File: config.mk
export PLATFORM = sky130hd
export DESIGN_NAME = uart_rx_core_flat
export DESIGN_NICKNAME = d
export VERILOG_FILES = /design/src/rtl/uart_rx_core_if.sv /design/src/rtl/uart_rx_core.sv /design/src/flat_wrapper.sv
export SDC_FILE = /design/constraint.sdc
export NUM_CORES = 1
export LEC_CHECK = 0
export ABC_AREA = 0
export CORE_AREA = 2 2 73 75
export CTS_BUF_LIST = sky130_fd_sc_hd__clkbuf_16
export CTS_CLUSTER_DIAMETER = 50
export DETAILED_ROUTE_END_ITERATION = 6
export DIE_AREA = 0 0 75 77
export PLACE_DENSITY = 0.74
export SYNTH_ARGS = -nofsm -noshare
export SYNTH_HDL_FRONTEND = slang
export SYNTH_SLANG_ARGS = --single-unit
export TNS_END_PERCENT = 20
File: constraint.sdc
create_clock -name CLK -period 2.55 [get_ports CLK]
set_input_delay 0.6375 -clock CLK [delete_from_list [all_inputs] [get_ports CLK]]
set_output_delay 0.6375 -clock CLK [all_outputs]
set_load 0.01 [all_outputs]
File: src/rtl/uart_rx_core_if.sv
// UART receiver link bundle: serial line, frame config, received-data outputs.
// master drives line/config and observes results; slave is the receiver core.
interface uart_rx_core_if #(
    parameter int DATA_WIDTH = 8,
    parameter int PRESC_W    = 6
);
    logic                  RX_IN;
    logic                  PAR_EN;
    logic                  PAR_TYP;
    logic [PRESC_W-1:0]    Prescale;
    logic [DATA_WIDTH-1:0] P_DATA;
    logic                  Data_Valid;
    logic                  Par_Err;
    logic                  Stp_Err;

    modport master (
        output RX_IN,
        output PAR_EN,
        output PAR_TYP,
        output Prescale,
        input  P_DATA,
        input  Data_Valid,
        input  Par_Err,
        input  Stp_Err
    );

    modport slave (
        input  RX_IN,
        input  PAR_EN,
        input  PAR_TYP,
        input  Prescale,
        output P_DATA,
        output Data_Valid,
        output Par_Err,
        output Stp_Err
    );
endinterface

File: src/rtl/uart_rx_core.sv
// UART receiver: oversampled, majority-voted deserialiser with parity/stop checks.
// Ports: CLK, RST (sync, active-high), rx (uart_rx_core_if.slave bundle).
module uart_rx_core #(
    parameter int DATA_WIDTH = 8,
    parameter int PRESC_W    = 6
) (
    input  logic           CLK,
    input  logic           RST,
    uart_rx_core_if.slave  rx
);

    localparam int BCW = $clog2(DATA_WIDTH + 2) + 1;

    typedef enum logic [2:0] {
        IDLE,
        START,
        DATA,
        PARITY,
        STOP
    } state_t;

    state_t                state_q, state_d;
    logic [1:0]            sync_q, sync_d;
    logic [PRESC_W-1:0]    edge_cnt_q, edge_cnt_d;
    logic [BCW-1:0]        bit_cnt_q, bit_cnt_d;
    logic [1:0]            samp_q, samp_d;
    logic [DATA_WIDTH-1:0] data_q, data_d;
    logic                  par_bad_q, par_bad_d;
    logic                  par_en_q, par_en_d;
    logic                  par_typ_q, par_typ_d;
    logic [PRESC_W-1:0]    presc_q, presc_d;
    logic [DATA_WIDTH-1:0] p_data_q, p_data_d;
    logic                  dv_q, dv_d;
    logic                  pe_q, pe_d;
    logic                  se_q, se_d;

    logic                  rx_s;
    logic [PRESC_W-1:0]    half;
    logic                  at_lo;
    logic                  at_mid;
    logic                  at_vote;
    logic                  bit_end;
    logic                  vote;

    assign rx_s    = sync_q[1];
    assign half    = presc_q >> 1;
    assign at_lo   = (edge_cnt_q == half - PRESC_W'(1));
    assign at_mid  = (edge_cnt_q == half);
    assign at_vote = (edge_cnt_q == half + PRESC_W'(1));
    assign bit_end = (edge_cnt_q == presc_q - PRESC_W'(1));

    // The third sample is the live rx_s, so the voted bit is registered
    // and visible the cycle after edge_cnt = P/2+1.
    assign vote = (samp_q[1] & samp_q[0])
                | (samp_q[1] & rx_s)
                | (samp_q[0] & rx_s);

    always_comb begin
        state_d    = state_q;
        sync_d     = {sync_q[0], rx.RX_IN};
        edge_cnt_d = edge_cnt_q;
        bit_cnt_d  = bit_cnt_q;
        samp_d     = samp_q;
        data_d     = data_q;
        par_bad_d  = par_bad_q;
        par_en_d   = par_en_q;
        par_typ_d  = par_typ_q;
        presc_d    = presc_q;
        p_data_d   = p_data_q;
        dv_d       = 1'b0;
        pe_d       = 1'b0;
        se_d       = 1'b0;

        if (state_q != IDLE) begin
            if (bit_end) begin
                edge_cnt_d = '0;
                bit_cnt_d  = bit_cnt_q + BCW'(1);
            end else begin
                edge_cnt_d = edge_cnt_q + PRESC_W'(1);
            end
            if (at_lo || at_mid) begin
                samp_d = {samp_q[0], rx_s};
            end
        end

        unique case (state_q)
            IDLE: begin
                edge_cnt_d = '0;
                bit_cnt_d  = '0;
                // The cycle rx_s is first seen low counts as edge_cnt = 0.
                if (!rx_s) begin
                    state_d    = START;
                    edge_cnt_d = PRESC_W'(1);
                    par_en_d   = rx.PAR_EN;
                    par_typ_d  = rx.PAR_TYP;
                    presc_d    = rx.Prescale;
                    par_bad_d  = 1'b0;
                end
            end
            START: begin
                if (at_vote && vote) begin
                    state_d = IDLE;
                end else if (bit_end) begin
                    state_d = DATA;
                end
            end
            DATA: begin
                if (at_vote) begin
                    data_d = {vote, data_q[DATA_WIDTH-1:1]};
                end
                if (bit_end && bit_cnt_q == BCW'(DATA_WIDTH)) begin
                    state_d = par_en_q ? PARITY : STOP;
                end
            end
            PARITY: begin
                if (at_vote) begin
                    par_bad_d = vote != (^data_q ^ par_typ_q);
                end
                if (bit_end) begin
                    state_d = STOP;
                end
            end
            STOP: begin
                // Leave mid stop bit so a back-to-back start edge is caught.
                if (at_vote) begin
                    state_d = IDLE;
                    dv_d    = vote & ~par_bad_q;
                    pe_d    = par_bad_q;
                    se_d    = ~vote;
                    if (vote && !par_bad_q) begin
                        p_data_d = data_q;
                    end
                end
            end
            default: begin
                state_d = IDLE;
            end
        endcase
    end

    always_ff @(posedge CLK) begin
        if (RST) begin
            state_q    <= IDLE;
            sync_q     <= 2'b11;
            edge_cnt_q <= '0;
            bit_cnt_q  <= '0;
            samp_q     <= '0;
            data_q     <= '0;
            par_bad_q  <= 1'b0;
            par_en_q   <= 1'b0;
            par_typ_q  <= 1'b0;
            presc_q    <= '0;
            p_data_q   <= '0;
            dv_q       <= 1'b0;
            pe_q       <= 1'b0;
            se_q       <= 1'b0;
        end else begin
            state_q    <= state_d;
            sync_q     <= sync_d;
            edge_cnt_q <= edge_cnt_d;
            bit_cnt_q  <= bit_cnt_d;
            samp_q     <= samp_d;
            data_q     <= data_d;
            par_bad_q  <= par_bad_d;
            par_en_q   <= par_en_d;
            par_typ_q  <= par_typ_d;
            presc_q    <= presc_d;
            p_data_q   <= p_data_d;
            dv_q       <= dv_d;
            pe_q       <= pe_d;
            se_q       <= se_d;
        end
    end

    assign rx.P_DATA     = p_data_q;
    assign rx.Data_Valid = dv_q;
    assign rx.Par_Err    = pe_q;
    assign rx.Stp_Err    = se_q;

endmodule
File: src/flat_wrapper.sv
// flat-port wrapper written by rule: the top's interface ports become plain ports
module uart_rx_core_flat 
#(
    parameter int DATA_WIDTH = 8,
    parameter int PRESC_W    = 6
)
  (CLK, RST, rx_RX_IN, rx_PAR_EN, rx_PAR_TYP, rx_Prescale, rx_P_DATA, rx_Data_Valid, rx_Par_Err, rx_Stp_Err);
  uart_rx_core_if #(.DATA_WIDTH(DATA_WIDTH), .PRESC_W(PRESC_W)) rx_i ();
  input  logic CLK;
  input  logic RST;
  input wire logic [$bits(rx_i.RX_IN)-1:0] rx_RX_IN;
  input wire logic [$bits(rx_i.PAR_EN)-1:0] rx_PAR_EN;
  input wire logic [$bits(rx_i.PAR_TYP)-1:0] rx_PAR_TYP;
  input wire logic [$bits(rx_i.Prescale)-1:0] rx_Prescale;
  output wire logic [$bits(rx_i.P_DATA)-1:0] rx_P_DATA;
  output wire logic [$bits(rx_i.Data_Valid)-1:0] rx_Data_Valid;
  output wire logic [$bits(rx_i.Par_Err)-1:0] rx_Par_Err;
  output wire logic [$bits(rx_i.Stp_Err)-1:0] rx_Stp_Err;
  assign rx_i.RX_IN = rx_RX_IN;
  assign rx_i.PAR_EN = rx_PAR_EN;
  assign rx_i.PAR_TYP = rx_PAR_TYP;
  assign rx_i.Prescale = rx_Prescale;
  assign rx_P_DATA = rx_i.P_DATA;
  assign rx_Data_Valid = rx_i.Data_Valid;
  assign rx_Par_Err = rx_i.Par_Err;
  assign rx_Stp_Err = rx_i.Stp_Err;
  uart_rx_core #(.DATA_WIDTH(DATA_WIDTH), .PRESC_W(PRESC_W)) u_core (.CLK(CLK), .RST(RST), .rx(rx_i));
endmodule
## Yosys cells after proc, flatten, opt, wreduce, memory -nomap -nowiden

Index checks and enable logic that the tools add are counted.

| word-level totals | value |
|---|---|
| register bits | 46 |
| input bits | 11 |
| word-level logic and storage cells | 81 |

| cells by class | value |
|---|---|
| $add $sub $neg | 5 |
| equal/unequal tests | 16 |
| multiplexer cells | 15 |
| bitwise gates (word level) | 12 |
| reduce and logical (&&, ||, !) cells | 19 |

Operators with widths:

| cell | number |
|---|---|
| two-way mux 3 bit | 7 |
| equality test 6 bit | 3 |
| two-way mux 6 bit | 3 |
| one-hot mux 3 bit (5 select lines) | 1 |
| != test 2 x 1 -> 1 bit (second input constant) | 4 |
| AND reduction 2 bit | 4 |
| XOR reduction 8 bit | 1 |
| adder 5 x 1 -> 6 bit (second input constant) | 1 |
| adder 6 x 1 -> 6 bit (second input constant) | 1 |
| equality test 3 x 2 -> 1 bit (second input constant) | 2 |
| equality test 6 x 5 -> 1 bit | 1 |
| AND reduction 3 bit | 2 |
| subtractor 5 x 1 -> 6 bit (second input constant) | 1 |
| subtractor 6 x 1 -> 6 bit (second input constant) | 1 |
| adder 5 x 1 -> 5 bit (second input constant) | 1 |
| equality test 5 x 4 -> 1 bit (second input constant) | 1 |
| NOT 1 bit | 5 |
| AND reduction 5 bit | 1 |
| bitwise AND 1 bit | 4 |
| nonzero test 2 bit | 2 |
| equality test 3 x 1 -> 1 bit (second input constant) | 1 |
| equality test 3 bit (second input constant) | 1 |
| logical AND 1 bit | 3 |
| logical NOT 3 bit | 1 |
| other kinds (12) | 15 |

## Depth between registers and ports, before layout

| logic depth | value |
|---|---|
| depth in word-level cells | 6 |
| mapped depth | 10 |
| depth with buffers taken out | 8 |

## Worst setup path before layout

No wires, ideal clock.

| path | value |
|---|---|
| path type | register to register |
| start | reg u_core.presc_q[2] |
| end | reg u_core.state_q[2] |
| arrival | 2.181 ns |
| required time | 2.427 ns |
| slack | 0.246 ns |
| cell stages (with the launch flop) | 10 |
| buffers on the path | 1 |
| period minus slack after synthesis | 2.304 ns |
| cells stage by stage | dfxtp_1 buf_2 inv_1 ha_1 a21boi_0 and3_1 o2111ai_2 o31ai_1 a31oi_1 mux2_1 |

| on the way | value |
|---|---|
| word-level cells in the longest chain between the ends | 5 |
| elaborated cells between the ends (all ways) | 13 |

RTL lines:

| element | line | RTL |
|---|---|---|
| from (decl) | uart_rx_core.sv:31 | `logic [PRESC_W-1:0] presc_q, presc_d;` |
| from (signal assigned) | uart_rx_core.sv:167 | `presc_q <= presc_d;` |
| subtractor 6 x 1 -> 6 bit or adder 5 x 1 -> 6 bit (tied branches) | uart_rx_core.sv:50, uart_rx_core.sv:49 |  |
| equality test 6 bit (on tied branches) | uart_rx_core.sv:50, uart_rx_core.sv:49 |  |
| logical AND 1 bit (on tied branches) | uart_rx_core.sv:111, uart_rx_core.sv:101 |  |
| != test 2 x 1 -> 1 bit (no source line), or another cell as far along | - |  |
| AND reduction 5 bit (no source line) or one-hot mux 3 bit (5 select lines) (tied branches) | - |  |
| to (signal assigned) | uart_rx_core.sv:158 | `state_q <= state_d;` |
| to (decl) | uart_rx_core.sv:22 | `state_t state_q, state_d;` |

Several ways; a longest one is shown, not always the timed one.
A chain may end at the register's enable or synchronous reset.

## Worst setup path after layout

| path | value |
|---|---|
| start | reg u_core.presc_q[1] |
| end | reg u_core.state_q[2] |

Same word-level chain as after synthesis.

==> flow_summary.yaml <==
outcome:
  status: "finished, final reports clean"
critical_path:
  r2r_setup_slack_ps: 220
  reg2reg_depth: 8
  path_max_fanout: 7
  worstPathRequired_ps: 2720
  end_kind: "register"
  path_class: "reg2reg"
  critical_path_arrival_ps: 2500
  worst_setup_path_start_kind: "register"
  regToRegEndpoint: "u_core.state_q[2]"
  r2r_start: "u_core.presc_q[1]"
sta:
  hold_viol_final: 0
  drv_slew: 0
  min_period_over_period_pct: 91.28
  fmax_mhz: 429.6
  max-slew-margin-rel_pct: 52.30
  clock-skew-final_ps: 4.242
  final.setup.tns_ps: 0
  min_period_ps: 2328
  finalSetupViolCount: 0
  worstMarginPinSlew_ps: 712.9
  rsz0062_at_grt: "no"
pwr:
  clkPwrFrac_pct: 40.1
  powerDensity_mw_per_mm2: 540.4
  p_switching_mw: 0.4067
  p_int_mw: 1.181
  sw_frac_of_total_pct: 25.62
  combPwrFrac_pct: 12.4
  seq_power_share_pct: 47.4
  vdd.ir_drop.worst_v: 0.0004605
  p_leak_nw: 1.001
cells_and_area:
  area_growth_pct: 17.52
  antenna-diode-count: 0
  final_cell_mix: "dfxtp_1 (46), nor2_1 (34), nand2_1 (31)"
  final_core_util_pct: 59.02
  fin_nets: 326
  fillers: 450
  drive_above_1_share_pct: 11.33
  mostFrequentLayoutCell: "dfxtp_1"
floorplanning:
  die_w_um: 75
  die_h_um: 77
  start_util_pct: 50.23
  die-area_mm2: 0.005775
  pin_count: 22
  fp-row-count: 26
  core_mm2: 0.004977
logic_synthesis:
  yosysSeqAreaShare_pct: 36.84
  syn_nets: 303
  syn_avg_cell_area_um2: 8.772
  synth_seq_cells: 46
  synth.top_cells.by_area: "dfxtp_1 (37%), mux2i_1 (6.4%), xnor2_1 (6.3%)"
  synth_cell_types: 52
  yosys.area.top_type: "dfxtp_1"
  yosys_warnings: 0
  syn-cell-area_mm2: 0.002500
  synth_top_area_share_pct: 36.84
  async_reset_ff_share_pct: 0
  synthCells: 285
  synth_ff_type: "dfxtp_1"
  synth_edf_count: 0
global_routing:
  grt_pass1_vias: 1907
  grt_pass1_wl_um: 8811
  grt_antenna_before_repair: 0
  grt_remaining_overflow: 0
  grt_start_max_net_pins: 16
  track_usage_pct: 19.49
detailed_routing:
  drc: 0
  firstDrtPassIters: 5
  dr_total_vias: 1997
  routed_wl_um: 5226
  initialDrtViolationCount: 72
  ant_nets: 0
  avgViaCountPerCell: 5.269
  wl_per_cell_um: 13.79
placed_design:
  place.port_buffers: 21
  gp_congestion: 0.8277
  hpwl_um: 3769
run:
  max_cap_viol_count: 0
clock_network:
  cts_tree: "done"
  postCtsSetupRepairBufs: 0
  cts_sinks: 46
  clockRootBuffer: "clkbuf_16"
  cts_buffers: 5
  clk_latency_ps: 290
  htreeDepth: 2
  clk_pin_slew_ps: 60
  cts_max_path_buffers: 2
worst_hold_path:
  hp-class: "reg2reg"
  hp-start: "u_core.sync_q[0]"
  hold_depth: 1
  hold_end: "u_core.sync_q[1]"
## cell families after synthesis
logic type	share of synthesized area, %
xor gates and xnor gates	12.51
AOI/OAI and AO/OA	10.71
buffers and inverters	4.354
and+or+nand+nor	24.82
DFF	36.84
muxes	6.857
adders and majority gates	3.904
## how the worst max path moves through the flow
stage                       from                end  slack (ps)
2_1_floorplan  u_core.presc_q[2]  u_core.state_q[2]         250
6_report       u_core.presc_q[1]  u_core.state_q[2]         220
3_3_place_gp   u_core.presc_q[1]  u_core.state_q[2]         240
3_5_place_dp   u_core.presc_q[1]  u_core.state_q[2]         110
5_1_grt        u_core.presc_q[1]  u_core.state_q[1]          50
4_1_cts        u_core.presc_q[1]  u_core.state_q[2]          80
## cell usage after synthesis, types with 7 or more instances
master     n
dfxtp_1   46
nor2_1    34
nand2_1   31
xnor2_1   18
mux2i_1   16
a21oi_1   15
xor2_1    14
nand3_1    9
clkbuf_1   8
ha_1       7
inv_1      7
o21ai_0    7
## registers in the layout, summed over array words and instances (netlist names), 2 cells and up
register and count:
u_core.bit_cnt_q 5, u_core.data_q 8, u_core.edge_cnt_q 6, u_core.presc_q 6, u_core.rx.P_DATA 8, u_core.samp_q 2
u_core.state_q 3, u_core.sync_q 2
## timing repair
item	in CTS	in global routing
setup endpoints to repair	0	2
hold buffers	0	0
gates resized for setup	0	2
## power groups by stage
| stage | sequential, mW | combinational (mW) | clock (mW) |
|---|---|---|---|
| 2_1_floorplan | 0.758 | 0.147 | 0 |
| 3_3_place_gp | 0.768 | 0.189 | 0 |
| 3_5_place_dp | 0.768 | 0.191 | 0 |
| 4_1_cts | 0.752 | 0.196 | 0.649 |
| 5_1_grt | 0.755 | 0.218 | 0.684 |
| 6_report | 0.753 | 0.197 | 0.637 |
## metrics by stage
| stage | area (um^2) | std cells | total power, mW | worst slack [ps] | hold WS (ps) |
|---|---|---|---|---|---|
| 2_1_floorplan | 2500 | 285 | 0.9047 | 246.0 | 389.5 |
| 3_3_place_gp | 2786 | 371 | 0.9570 | 239.2 | 390.8 |
| 3_5_place_dp | 2786 | 371 | 0.9594 | 113.5 | 398.1 |
| 4_1_cts | 2933 | 379 | 1.597 | 82.06 | 412.3 |
| 5_1_grt | 2938 | 379 | 1.656 | 49.21 | 435.6 |
| 6_report | 2938 | 379 | 1.588 | 222.5 | 408.3 |
## critical path: stages (launching register included)
cell       delay, ps
dfxtp_1          440
inv_1            120
ha_1             210
a21boi_1         260
and3_1           230
o2111ai_2        140
o31ai_2          310
a31oi_1          180
mux2_1           330
## routing by layer
metal | GRT usage, % | vias up | part of all wire (%) | wire length, um
met1 | 25.49 | 940 | 46 | 2400
met3 | 4.205 | 7 | 3.7 | 195
met2 | 31.23 | 34 | 49 | 2548
met4 | 6.607 | 0 | 1.5 | 81
met5 | 0 | - | 0 | 0
li1 | - | 1016 | - | -
## final cells by class
| cell class | instances | area (um^2) | area share, % |
|---|---|---|---|
| inverters | 8 | 30.03 | 1.022 |
| repair buffers | 30 | 277.8 | 9.455 |
| multi-input cells | 217 | 1475 | 50.21 |
| well taps | 70 | 87.58 | 2.981 |
| flip-flops and latches | 46 | 920.9 | 31.35 |
| clock buffers | 5 | 125.1 | 4.259 |
| clock inverters | 3 | 21.27 | 0.7240 |
(Power assumes the default switching activity.)
